--- src/rtl/mem_stage_if.sv ---
// Handshake and data bus between EX, MEM, WB, ID and the data SRAM response port.
// The slave modport is the MEM stage's view of these signals.
interface mem_stage_if;
    localparam int unsigned EsToMsBusWd = 77;
    localparam int unsigned MsToWsBusWd = 70;
    localparam int unsigned MsToDsBusWd = 39;

    logic                   ms_allowin;
    logic                   es_to_ms_valid;
    logic [EsToMsBusWd-1:0] es_to_ms_bus;
    logic                   ws_allowin;
    logic                   ms_to_ws_valid;
    logic [MsToWsBusWd-1:0] ms_to_ws_bus;
    logic [MsToDsBusWd-1:0] ms_to_ds_bus;
    logic                   data_sram_data_ok;
    logic [31:0]            data_sram_rdata;

    modport slave (
        input  es_to_ms_valid, es_to_ms_bus, ws_allowin, data_sram_data_ok, data_sram_rdata,
        output ms_allowin, ms_to_ws_valid, ms_to_ws_bus, ms_to_ds_bus
    );

    modport master (
        output es_to_ms_valid, es_to_ms_bus, ws_allowin, data_sram_data_ok, data_sram_rdata,
        input  ms_allowin, ms_to_ws_valid, ms_to_ws_bus, ms_to_ds_bus
    );
endinterface

--- src/rtl/mem_stage.sv ---
// MEM pipeline stage: latches the EX bundle, waits for the data-SRAM response and
// aligns/extends load data. Buffers returned data while WB stalls.
module mem_stage (
    input  logic        clk,
    input  logic        reset,
    mem_stage_if.slave  bus_if
);
    logic        ms_valid_q;
    logic        pending_q;
    logic        buf_valid_q;
    logic [31:0] data_buf_q;
    logic [76:0] es_bus_q;

    logic        mem_req;
    logic        mem_we;
    logic [2:0]  ld_type;
    logic [1:0]  addr_low;
    logic        gr_we;
    logic [4:0]  dest;
    logic [31:0] alu_result;
    logic [31:0] pc;

    logic        ms_ready_go;
    logic        ms_allowin;
    logic [31:0] load_src;
    logic [31:0] load_shifted;
    logic [31:0] load_data;
    logic [31:0] final_result;

    assign {mem_req, mem_we, ld_type, addr_low, gr_we, dest, alu_result, pc} = es_bus_q;

    // data_ok only matters while a request is outstanding.
    assign ms_ready_go = !pending_q || bus_if.data_sram_data_ok;
    assign ms_allowin  = !ms_valid_q || (ms_ready_go && bus_if.ws_allowin);

    assign load_src     = buf_valid_q ? data_buf_q : bus_if.data_sram_rdata;
    assign load_shifted = load_src >> {addr_low, 3'b000};

    always_comb begin
        load_data = load_src;
        unique case (ld_type)
            3'b001:  load_data = {{24{load_shifted[7]}}, load_shifted[7:0]};
            3'b010:  load_data = {{16{load_shifted[15]}}, load_shifted[15:0]};
            3'b011:  load_data = {24'h0, load_shifted[7:0]};
            3'b100:  load_data = {16'h0, load_shifted[15:0]};
            default: load_data = load_src;
        endcase
    end

    assign final_result = (mem_req && !mem_we) ? load_data : alu_result;

    assign bus_if.ms_allowin     = ms_allowin;
    assign bus_if.ms_to_ws_valid = ms_valid_q && ms_ready_go;
    assign bus_if.ms_to_ws_bus   = {gr_we, dest, final_result, pc};
    assign bus_if.ms_to_ds_bus   = {ms_valid_q && gr_we,
                                    ms_valid_q && mem_req && !mem_we && !ms_ready_go,
                                    dest, final_result};

    always_ff @(posedge clk) begin
        if (reset) begin
            ms_valid_q  <= 1'b0;
            pending_q   <= 1'b0;
            buf_valid_q <= 1'b0;
            data_buf_q  <= 32'h0;
            es_bus_q    <= 77'h0;
        end else begin
            if (ms_allowin) begin
                ms_valid_q  <= bus_if.es_to_ms_valid;
                buf_valid_q <= 1'b0;
                pending_q   <= bus_if.es_to_ms_valid && bus_if.es_to_ms_bus[76];
                if (bus_if.es_to_ms_valid) begin
                    es_bus_q <= bus_if.es_to_ms_bus;
                end
            end else if (pending_q && bus_if.data_sram_data_ok) begin
                // WB stalled on the response cycle: hold the data until the bundle leaves.
                pending_q   <= 1'b0;
                buf_valid_q <= 1'b1;
                data_buf_q  <= bus_if.data_sram_rdata;
            end
        end
    end
endmodule

--- src/flat_wrapper.sv ---
// flat-port wrapper written by rule: the top's interface ports become plain ports
module mem_stage_flat 
  (clk, reset, bus_if_es_to_ms_valid, bus_if_es_to_ms_bus, bus_if_ws_allowin, bus_if_data_sram_data_ok, bus_if_data_sram_rdata, bus_if_ms_allowin, bus_if_ms_to_ws_valid, bus_if_ms_to_ws_bus, bus_if_ms_to_ds_bus);
  mem_stage_if bus_if_i ();
  input  logic clk;
  input  logic reset;
  input wire logic [$bits(bus_if_i.es_to_ms_valid)-1:0] bus_if_es_to_ms_valid;
  input wire logic [$bits(bus_if_i.es_to_ms_bus)-1:0] bus_if_es_to_ms_bus;
  input wire logic [$bits(bus_if_i.ws_allowin)-1:0] bus_if_ws_allowin;
  input wire logic [$bits(bus_if_i.data_sram_data_ok)-1:0] bus_if_data_sram_data_ok;
  input wire logic [$bits(bus_if_i.data_sram_rdata)-1:0] bus_if_data_sram_rdata;
  output wire logic [$bits(bus_if_i.ms_allowin)-1:0] bus_if_ms_allowin;
  output wire logic [$bits(bus_if_i.ms_to_ws_valid)-1:0] bus_if_ms_to_ws_valid;
  output wire logic [$bits(bus_if_i.ms_to_ws_bus)-1:0] bus_if_ms_to_ws_bus;
  output wire logic [$bits(bus_if_i.ms_to_ds_bus)-1:0] bus_if_ms_to_ds_bus;
  assign bus_if_i.es_to_ms_valid = bus_if_es_to_ms_valid;
  assign bus_if_i.es_to_ms_bus = bus_if_es_to_ms_bus;
  assign bus_if_i.ws_allowin = bus_if_ws_allowin;
  assign bus_if_i.data_sram_data_ok = bus_if_data_sram_data_ok;
  assign bus_if_i.data_sram_rdata = bus_if_data_sram_rdata;
  assign bus_if_ms_allowin = bus_if_i.ms_allowin;
  assign bus_if_ms_to_ws_valid = bus_if_i.ms_to_ws_valid;
  assign bus_if_ms_to_ws_bus = bus_if_i.ms_to_ws_bus;
  assign bus_if_ms_to_ds_bus = bus_if_i.ms_to_ds_bus;
  mem_stage u_core (.clk(clk), .reset(reset), .bus_if(bus_if_i));
endmodule
--- config.mk ---
export PLATFORM = sky130hd
export DESIGN_NAME = mem_stage_flat
export DESIGN_NICKNAME = d
export VERILOG_FILES = /design/src/rtl/mem_stage_if.sv /design/src/rtl/mem_stage.sv /design/src/flat_wrapper.sv
export SDC_FILE = /design/constraint.sdc
export NUM_CORES = 1
export LEC_CHECK = 0
export ABC_AREA = 1
export BUFFER_PORTS_ARGS = -buffer_cell sky130_fd_sc_hd__buf_2
export CAP_MARGIN = 20
export CORE_ASPECT_RATIO = 0.9
export CORE_MARGIN = 4
export CORE_UTILIZATION = 56
export CTS_BUF_LIST = sky130_fd_sc_hd__clkbuf_2 sky130_fd_sc_hd__clkbuf_4 sky130_fd_sc_hd__clkbuf_8
export CTS_CLUSTER_DIAMETER = 80
export DETAILED_ROUTE_END_ITERATION = 8
export HOLD_SLACK_MARGIN = 0.05
export PLACE_DENSITY = 0.89
export SLEW_MARGIN = 20
export SYNTH_ARGS = -nofsm -noshare
export SYNTH_HDL_FRONTEND = slang
export SYNTH_SLANG_ARGS = --single-unit
--- constraint.sdc ---
create_clock -name clk -period 3.83 [get_ports clk]
set_input_delay 1.149 -clock clk [delete_from_list [all_inputs] [get_ports clk]]
set_output_delay 1.149 -clock clk [all_outputs]
set_load 0.01 [all_outputs]
[Yosys cells after proc, flatten, opt, wreduce, memory -nomap -nowiden]
Index checks and enable logic that the tools add are counted.
Widths: inputs -> output; s select.
Word-level totals
  flip-flop bits (word level): 112
  logic and storage cells: 35
Cells by class
  equal/unequal tests: 4
  shift-type cells: 1
  mux-type cells: 5
  bitwise operators: 1
  reduce and logical (&&, ||, !) cells: 19
Operators by type and width (count)
  $pmux 32 s4: 1
  $mux 32: 2
  $shr 32x5->16: 1
  $logic_and 1x1->1: 9
  $eq 3x2->1 const B: 2
  $logic_not 1->1: 4
  $reduce_and 2->1: 2
  $eq 3x1->1 const B: 1
  $eq 3x3->1 const B: 1
  $logic_or 1x1->1: 2
  $mux 1: 2
  $reduce_bool 2->1: 1
  $reduce_or 2->1: 1
  $not 1->1: 1

[Logic depth before layout (Yosys ltp)]
Gate-level depths: netlist (run 1).
  depth after elaboration: 6
  gate-level depth with buffers: 14
  mapped depth without buffers: 11

[Worst setup path after synthesis (run 1)]
No wires, ideal clock.
  path type: input to output
  start point: input bus_if_data_sram_rdata[31]
  end point: output bus_if_ms_to_ws_bus[40]
  arrival: 2.035 ns
  required time: 2.681 ns
  setup slack: 0.646 ns
  stages on the path: 12
  path buffers: 2
  cell sequence: nand2_1 nand2_1 nand2_1 nand2_1 inv_2 nand2_2 nand2_4 buf_6 nand3_1 nand2_1 nand2_1 buf_4
On the way
  cells in the longest elaborated chain, start to end: 4
RTL lines
  start: declaration: RTL line flat_wrapper.sv:11  | input wire logic [$bits(bus_if_i.data_sram_rdata)-1:0] bus_if_data_sram_rdata;
  $mux 32: RTL line mem_stage.sv:36  | assign load_src = buf_valid_q ? data_buf_q : bus_if.data_sram_rdata;
  $shr 32x5->16: RTL line mem_stage.sv:37  | assign load_shifted = load_src >> {addr_low, 3'b000};
  $pmux 32 s4: RTL line mem_stage.sv:41  | unique case (ld_type)
  $mux 32: RTL line mem_stage.sv:50  | assign final_result = (mem_req && !mem_we) ? load_data : alu_result;
  end: declaration: RTL line flat_wrapper.sv:14  | output wire logic [$bits(bus_if_i.ms_to_ws_bus)-1:0] bus_if_ms_to_ws_bus;
No other way between the ends.

[Worst setup path after layout (run 1)]
  start point: input bus_if_data_sram_rdata[23]
  end point: output bus_if_ms_to_ws_bus[42]
Same word-level chain as after synthesis.

==> out/results.ini, run 1 <==
[synth]
async_flop_share_pct = 0
syn_area_per_cell_um2 = 6.42
syn_nets = 1073
ys_seq_area_share_pct = 36.4
synth_common_cells = nand2_1, nor2_1, dfxtp_1
syn_inst = 959
synth_top_area_share_pct = 36.4
yosys-top-cells-area = dfxtp_1, nand2_1, nor2_1, buf_4, o21ai_0
ys_types = 25
synthFlopType = dfxtp_1
ys_ff_latch = 112
yosysMostFrequentCell = nand2_1
syn_area_um2 = 6150
synth_edf_count = 0
yosysWarnings = 0
yosys.area.top_type = dfxtp_1

[timing]
fmax_mhz = 288
maxSlewHeadroom_pct = 29.4
tightest_slew_ps = 1060
setup_viol_count_final = 0
drv_slew = 0
period_minus_slack_ps = 3480
post-route-period-util_pct = 90.8
tns_ps = 0
setup_ws_ps = 354
rsz0062_at_grt = no
finalHoldViolCount = 0
skew_ps = 7.76

[route]
finalWirelength_um = 17500
num_vias = 6265
vias_per_cell = 5.16
drt_iter0_drc = 606
wl_per_cell_um = 14.4
highest_layer = met4
wl_met3_um = 1630
ant_nets = 0
drcViolationCount = 0
routedLengthMet1_um = 6940
dr.pass1.iters = 6
wl_met2_um = 8380

[place]
pre_cts_ws_ps = 366
place_congestion = 0.919
dp_hpwl_um = 12800
io_buffers = 224

[global_route]
grt_pass1_vias = 5792
grt_max_degree = 53
grt_pass1_wl_um = 27700
gr-total-overflow = 0
grt_util_all_layers_pct = 26.7
antenna_found_initial = 0

[cts]
clk_latency_ps = 380
cts_resized = 0
clk_pin_slew_ps = 100
cts_tree = yes
clock_path_buffers = 2
clockRootBuffer = clkbuf_8
clock-sinks = 112
ctsHoldBuffers = 0
post_cts_buffers = 0
htreeDepth = 3
cts_inserted_buffers = 9

[die]
pin_count = 225
initial_core_util_pct = 57.2
row_count = 36
die_y_um = 107
die_area_um2 = 12700
die_w_um = 119
coreArea_um2 = 10800

[setup_path]
crit_path_frequent_cell = nand2_1
crit_fanout = 24
worst_path_max_delay_cell = nand2_4
r2r_cells = 8
cp_data_arrival_time_ps = 2330
critPathKind = in -> out
worstPathCellList = buf_2 > nand2_1 > nand2_1 > nand2_1 > nand2_1 > inv_2 > nand2_2 > nand2_4 > nand3_1 > nand2_1 > nand2_1 > buf_2
critPathLaunchType = input pin
end_kind = output pin
cp_data_required_time_ps = 2680
critPathMaxStageDelay_ps = 200

[hold_path]
hold_class = reg -> reg
hold-path-cell-count = 2

[job]
maxCapViolCount = 0

[layout]
drive_above_1_share_pct = 24.9
layout.nets = 1189
antenna_cells = 0
syn2layout_area_growth_pct = 11.7

[run_status]
status = complete, no violations

[power_and_ir_drop]
peakVddDrop_mv = 0.302
powerDensity_nw_per_um2 = 377
p_leak_nw = 3.77

==> worst max-delay path: cells and delay by family <==
family / cells / cell delay, ps
buf+inv: 3 / 310
simple gates: 9 / 860
==> path summary, 6_finish.rpt <==
kind | from | endpoint | slack, ps
max reg2reg | u_core.ms_valid_q | u_core.data_buf_q[6] | 1790
min reg2reg | u_core.es_bus_q[52] | u_core.es_bus_q[52] | 460
max | bus_if_data_sram_rdata[23] | bus_if_ms_to_ws_bus[42] | 350
min | u_core.es_bus_q[52] | u_core.es_bus_q[52] | 460
==> power breakdown <==
group / switching (mW) / leakage [nW] / internal, mW
Combinational: 0.397 / 2.75 / 0.238
Sequential: 0.0328 / 0.922 / 1.23
Clock: 0.428 / 0.0945 / 0.265
==> area by class of cell <==
| type | count | area [um2] |
|---|---|---|
| Clock buffer | 11 | 139 |
| Clock inverter | 5 | 50.0 |
| Fill cell | 1045 | 3890 |
| Inverter | 66 | 248 |
| Multi-Input combinational cell | 650 | 2820 |
| Sequential cell | 112 | 2240 |
| Tap cell | 133 | 166 |
| Timing Repair Buffer | 236 | 1210 |
==> cells in the final DEF, fill, tap and decap left out, drive strengths merged, types with 2 or more instances in the layout <==
cell,count
buf,236
clkbuf,11
a21oi,35
inv,69
o21ai,117
mux2i,2
dfxtp,112
nand3b,18
nand2,244
nand3,52
nor2,179
==> registers in the layout, summed over array words and instances, names as in the netlist <==
register            flops
u_core.buf_valid_q      1
u_core.pending_q        1
u_core.es_bus_q        77
u_core.ms_valid_q       1
u_core.data_buf_q      32
==> through the flow <==
step | hold WS (ps) | cells | power, mW | instance area, um2 | util [%]
global placement | 439 | 1197 | 1.91 | 6690 | 62.1
global route | 472 | 1213 | 2.74 | 6880 | 63.9
finish | 458 | 1213 | 2.59 | 6880 | 63.9
CTS | 459 | 1213 | 2.61 | 6880 | 63.9
detailed placement | 444 | 1197 | 1.92 | 6690 | 62.1
floorplan | 425 | 959 | 1.76 | 6150 | -
==> metal layers <==
metal / GRT usage, % / vias up
met5: 0 / -
met4: 10.7 / 0
met3: 8.41 / 53
met2: 44.6 / 293
met1: 32.2 / 2764
li1: - / 3155
==> cells by family after synthesis <==
| family | Yosys count | synth area share, % |
|---|---|---|
| AOI/OAI and AO/OA | 154 | 12.6 |
| DFF | 112 | 36.4 |
| and+or+nand+nor | 494 | 32.9 |
| buffers and inverters | 197 | 17.7 |
| muxes | 2 | 0.325 |
Power figures use the tool's default switching activity.
==> run 2, diff against run 1 <==
--- a/config.mk
+++ b/config.mk
@@ -15,7 +15,7 @@
 export CTS_CLUSTER_DIAMETER = 80
 export DETAILED_ROUTE_END_ITERATION = 8
 export HOLD_SLACK_MARGIN = 0.05
-export PLACE_DENSITY = 0.89
+export PLACE_DENSITY = 0.88
 export SLEW_MARGIN = 20
 export SYNTH_ARGS = -nofsm -noshare
 export SYNTH_HDL_FRONTEND = slang
==> out/results.ini, run 2 (synthesis results as in run 1) <==
[global_route]
grt_util_all_layers_pct = 26.9
gr-total-overflow = 0
grt_max_degree = 94
grt_pass1_vias = 5821
grt_pass1_wl_um = 28000
antenna_found_initial = 1

[cts]
htreeDepth = 3
cts_resized = 0
clock-sinks = 112
clock_path_buffers = 2
post_cts_buffers = 0
clk_pin_slew_ps = 110
clockRootBuffer = clkbuf_8
cts_inserted_buffers = 9
ctsHoldBuffers = 0
clk_latency_ps = 380
cts_tree = yes

[die]
coreArea_um2 = 10800
die_area_um2 = 12700
initial_core_util_pct = 57.2
row_count = 36
die_y_um = 107
pin_count = 225
die_w_um = 119

[power_and_ir_drop]
p_leak_nw = 3.78
p_sw_mw = 0.865
internal-power_mw = 1.79
pwr-share-seq_pct = 47.7
p_clk_share_pct = 28.5
p_comb_share_pct = 23.8
swShare_pct = 32.6
powerDensity_nw_per_um2 = 384
peakVddDrop_mv = 0.300

[setup_path]
r2r_cells = 8
critPathLaunchType = input pin
setup.worst_path.end = bus_if_ms_to_ds_bus[8]
crit_fanout = 24
rr_startpoint = u_core.ms_valid_q
critPathKind = in -> out
cp_data_required_time_ps = 2680
startpoint = bus_if_data_sram_rdata[31]
r2r_end = u_core.data_buf_q[6]
regToRegSetupSlack_ps = 1830
cp_data_arrival_time_ps = 2310
end_kind = output pin

[route]
num_vias = 6279
dr.pass1.iters = 7
wl_per_cell_um = 14.3
drt_iter0_drc = 595
finalWirelength_um = 17300
drcViolationCount = 0
vias_per_cell = 5.18
ant_nets = 0

[layout]
syn2layout_area_growth_pct = 12.2
largest_reg_flops = 77
final_util_pct = 64.1
fillers = 1013
top_register = u_core.es_bus_q
drive_above_1_share_pct = 24.7
largestRegisters = u_core.es_bus_q x77, u_core.data_buf_q x32
layout.nets = 1186
final_cell_mix = nand2_1, buf_2, nor2_1, dfxtp_1, o21ai_0
final_common_cell = nand2_1

[timing]
rsz0062_at_grt = no
maxSlewHeadroom_pct = 29.9
post-route-period-util_pct = 90.3
setup_viol_count_final = 0
finalHoldViolCount = 0
tightest_slew_ps = 1050
drv_slew = 0
period_minus_slack_ps = 3460
hold_slack_ps = 455
skew_ps = 14.1
fmax_mhz = 289
tns_ps = 0

[run_status]
status = complete, no violations

[place]
place_congestion = 0.916
dp_hpwl_um = 12500
io_buffers = 224

[hold_path]
hold_class = reg -> reg
min_from = u_core.es_bus_q[49]

[job]
maxCapViolCount = 0

-- run 2: cell count changes in the layout (fill, tap and decap cells not counted) --
cell / change
buf_4: -5
buf_12: +2
clkbuf_4: -2
bufinv_16: +1
clkinv_2: +1
clkinv_4: +1
clkinvlp_4: -1
diode_2: +1
inv_6: -1
inv_8: +1
-- run 2: how the worst min path moves through the flow --
stage | slack, ps | to | cells after the start
global placement | 440 | u_core.es_bus_q[60] | 2
detailed placement | 440 | u_core.es_bus_q[49] | 2
finish | 450 | u_core.es_bus_q[49] | 2
global route | 480 | u_core.es_bus_q[52] | 2
CTS | 460 | u_core.es_bus_q[49] | 2
floorplan | 430 | u_core.es_bus_q[39] | 2
-- run 2: critical path: stages --
cell and delay (ps):
buf_2 100, nand2_1 50, nand2_1 100, nand2_1 80, nand2_1 70, inv_2 60
nand2_2 60, nand2_4 200, nand3_1 110, nand2_1 100, nand2_1 80, buf_2 150
-- run 2: power groups by stage --
stage,Combinational (mW),Sequential [mW],Clock [mW]
floorplan,0.481,1.28,0
global placement,0.624,1.29,0
detailed placement,0.632,1.29,0
CTS,0.635,1.27,0.765
global route,0.714,1.27,0.811
finish,0.633,1.27,0.756
-- run 2: final cells by class --
| cell class | instances | area, um2 | area share (%) |
|---|---|---|---|
| inverters | 66 | 248 | 3.59 |
| flip-flops and latches | 112 | 2240 | 32.5 |
| well taps | 133 | 166 | 2.41 |
| diodes | 1 | 2.50 | 0.0362 |
| clock buffers | 9 | 124 | 1.79 |
| repair buffers | 233 | 1210 | 17.6 |
| clock inverters | 7 | 88.8 | 1.29 |
| multi-input cells | 650 | 2820 | 40.8 |
-- run 2: metal layers --
metal,vias to the layer above,track usage (%),part of all wire (%)
met5,-,0,0
met2,275,46.0,48
li1,3153,-,-
met1,2814,32.6,40
met4,0,8.44,2.3
met3,37,8.41,9.0
-- run 2: per-stage QoR --
stage                     cells  instance area [um2]  total power, mW  worst slack [ps]
final                      1211                 6910             2.65               371
after global routing       1211                 6910             2.80               230
after CTS                  1210                 6900             2.67               384
after detailed placement   1194                 6690             1.92               386
after global placement     1194                 6690             1.91               420
after floorplan             959                 6150             1.76               646
==> run 3, diff against run 2 <==
--- a/config.mk
+++ b/config.mk
@@ -5,17 +5,16 @@
 export SDC_FILE = /design/constraint.sdc
 export NUM_CORES = 1
 export LEC_CHECK = 0
-export ABC_AREA = 1
 export BUFFER_PORTS_ARGS = -buffer_cell sky130_fd_sc_hd__buf_2
 export CAP_MARGIN = 20
 export CORE_ASPECT_RATIO = 0.9
 export CORE_MARGIN = 4
-export CORE_UTILIZATION = 56
+export CORE_UTILIZATION = 55
 export CTS_BUF_LIST = sky130_fd_sc_hd__clkbuf_2 sky130_fd_sc_hd__clkbuf_4 sky130_fd_sc_hd__clkbuf_8
 export CTS_CLUSTER_DIAMETER = 80
 export DETAILED_ROUTE_END_ITERATION = 8
 export HOLD_SLACK_MARGIN = 0.05
-export PLACE_DENSITY = 0.88
+export PLACE_DENSITY = 0.87
 export SLEW_MARGIN = 20
 export SYNTH_ARGS = -nofsm -noshare
 export SYNTH_HDL_FRONTEND = slang
==> out/results.ini, run 3 <==
[route]
wl_per_cell_um = 15.6
vias_per_cell = 5.39
finalWirelength_um = 16500
num_vias = 5683
drt_iter0_drc = 476
drcViolationCount = 0
dr.pass1.iters = 5
ant_nets = 0

[synth]
ys_seq_area_share_pct = 37.7
synth_top_area_share_pct = 37.7
ys_ff_latch = 112
syn_area_per_cell_um2 = 7.41
syn_nets = 917
yosysMostFrequentCell = nand2_1
syn_area_um2 = 5950
syn_inst = 803
synth_common_cells = nand2_1, a21oi_1, dfxtp_1
yosys-top-cells-area = dfxtp_1, nand2_1, a21oi_1, buf_4, mux2_2
synth_edf_count = 0
synthFlopType = dfxtp_1
yosysWarnings = 0
yosys.area.top_type = dfxtp_1
ys_types = 37
async_flop_share_pct = 0

[hold_path]
hold_class = reg -> reg
hold-path-cell-count = 2

[power_and_ir_drop]
powerDensity_nw_per_um2 = 374
p_total_mw = 2.55
peakVddDrop_mv = 0.356
p_leak_nw = 3.07

[timing]
rsz0062_at_grt = no
skew_ps = 9.29
maxSlewHeadroom_pct = 48.2
post-route-period-util_pct = 98.6
setup_ws_ps = 55.0
fmax_mhz = 265
finalHoldViolCount = 0
drv_slew = 0
setup_viol_count_final = 0
period_minus_slack_ps = 3770
tightest_slew_ps = 774

[global_route]
grt_max_degree = 59
grt_pass1_vias = 5156
grt_util_all_layers_pct = 25.3
antenna_found_initial = 0
gr-total-overflow = 0
grt_pass1_wl_um = 25900

[layout]
fillers = 943
layout.nets = 1034
top_register = u_core.es_bus_q
syn2layout_area_growth_pct = 14.4
largest_reg_flops = 77
drive_above_1_share_pct = 32.6
final_common_cell = nand2_1
layoutNonFillerInstCount = 1055
final_cell_mix = nand2_1, buf_2, a21oi_1, dfxtp_1, nor2_1
largestRegisters = u_core.es_bus_q x77, u_core.data_buf_q x32

[setup_path]
end_kind = output pin
r2r_cells = 6
cp_data_arrival_time_ps = 2630
critPathLaunchType = input pin
critPathKind = in -> out
cp_data_required_time_ps = 2680
crit_fanout = 3

[cts]
cts_inserted_buffers = 9
clk_pin_slew_ps = 110
clockRootBuffer = clkbuf_8
ctsHoldBuffers = 0
clock_path_buffers = 2
clock-sinks = 112
cts_tree = yes
clk_latency_ps = 380
htreeDepth = 3

[place]
pre_cts_ws_ps = -198
dp_hpwl_um = 12300
place_congestion = 0.938
dp_cells = 1038
io_buffers = 224

[die]
die_y_um = 107
row_count = 35
die_area_um2 = 12500
pin_count = 225
coreArea_um2 = 10400
initial_core_util_pct = 57.1
die_w_um = 118

[run_status]
status = complete, no violations

[job]
maxCapViolCount = 0

## run 3: cell types whose count changed after synthesis, moves of 13 or more
| cell | previous run | this run |
|---|---|---|
| nand3_1 | 51 | 2 |
| o21ai_0 | 106 | 12 |
| mux2i_1 | 2 | 17 |
| nor2_1 | 175 | 44 |
| nand3b_1 | 18 | 0 |
| inv_1 | 58 | 4 |
| a21oi_1 | 35 | 142 |
| a22oi_1 | 0 | 13 |
| mux2_2 | 0 | 21 |
## run 3: repair_timing
| item | in CTS | in global routing |
|---|---|---|
| buffers inserted | 0 | 0 |
| setup endpoints to repair | 2 | 4 |
| resized for setup | 2 | 3 |
| pin swaps | 1 | 1 |
## run 3: stage by stage
step	util, %	TNS, ps	cell area [um2]	hold slack [ps]
after floorplan	-	0	5950	433
after global placement	63.1	-444	6570	438
final	65.3	0	6810	456
after detailed placement	63.1	-395	6570	443
after CTS	65.1	0	6790	458
after global routing	65.3	0	6800	475
## run 3: layout make-up
type / instances / area (um2) / share of cell area (%)
Clock inverter: 5 / 63.8 / 0.938
Inverter: 5 / 18.8 / 0.276
Antenna cell: 1 / 2.50 / 0.0368
Timing Repair Buffer: 240 / 1290 / 19.0
Sequential cell: 112 / 2240 / 33.0
Multi-Input combinational cell: 552 / 2880 / 42.3
Tap cell: 129 / 161 / 2.37
Clock buffer: 11 / 145 / 2.13
## run 3: cell families after synthesis
family / synth area share, %
and+or+nand+nor: 20.3
DFF: 37.7
muxes: 7.09
xor gates and xnor gates: 0.568
buffers and inverters: 14.6
AOI/OAI and AO/OA: 19.7
## run 3: worst paths after layout
kind | from | slack, ps | endpoint
hold reg to reg | u_core.es_bus_q[5] | 460 | u_core.es_bus_q[5]
setup / recovery | bus_if_data_sram_rdata[23] | 60 | bus_if_ms_to_ws_bus[47]
setup reg to reg | u_core.pending_q | 1910 | u_core.es_bus_q[12]
hold / removal | u_core.es_bus_q[5] | 460 | u_core.es_bus_q[5]
## run 3: power by group
group          leakage, nW  total [mW]  internal [mW]  switching [mW]
Combinational         2.05       0.554          0.221           0.334
Clock                0.104       0.746          0.334           0.412
Sequential           0.917        1.25           1.21          0.0312
Total                 3.07        2.55           1.77           0.777
## run 3: metal layers
metal	track usage, %	share of wire (%)
met5	0	0
met4	5.44	1.3
met3	7.86	9.3
met2	41.6	47
met1	32.9	42
## run 3: critical path, stage by stage
cell and delay [ps]:
buf_2 120, mux2_4 300, a22oi_4 200, a31oi_4 140, a2111oi_4 370, buf_4 160, nor2_1 50, buf_2 140
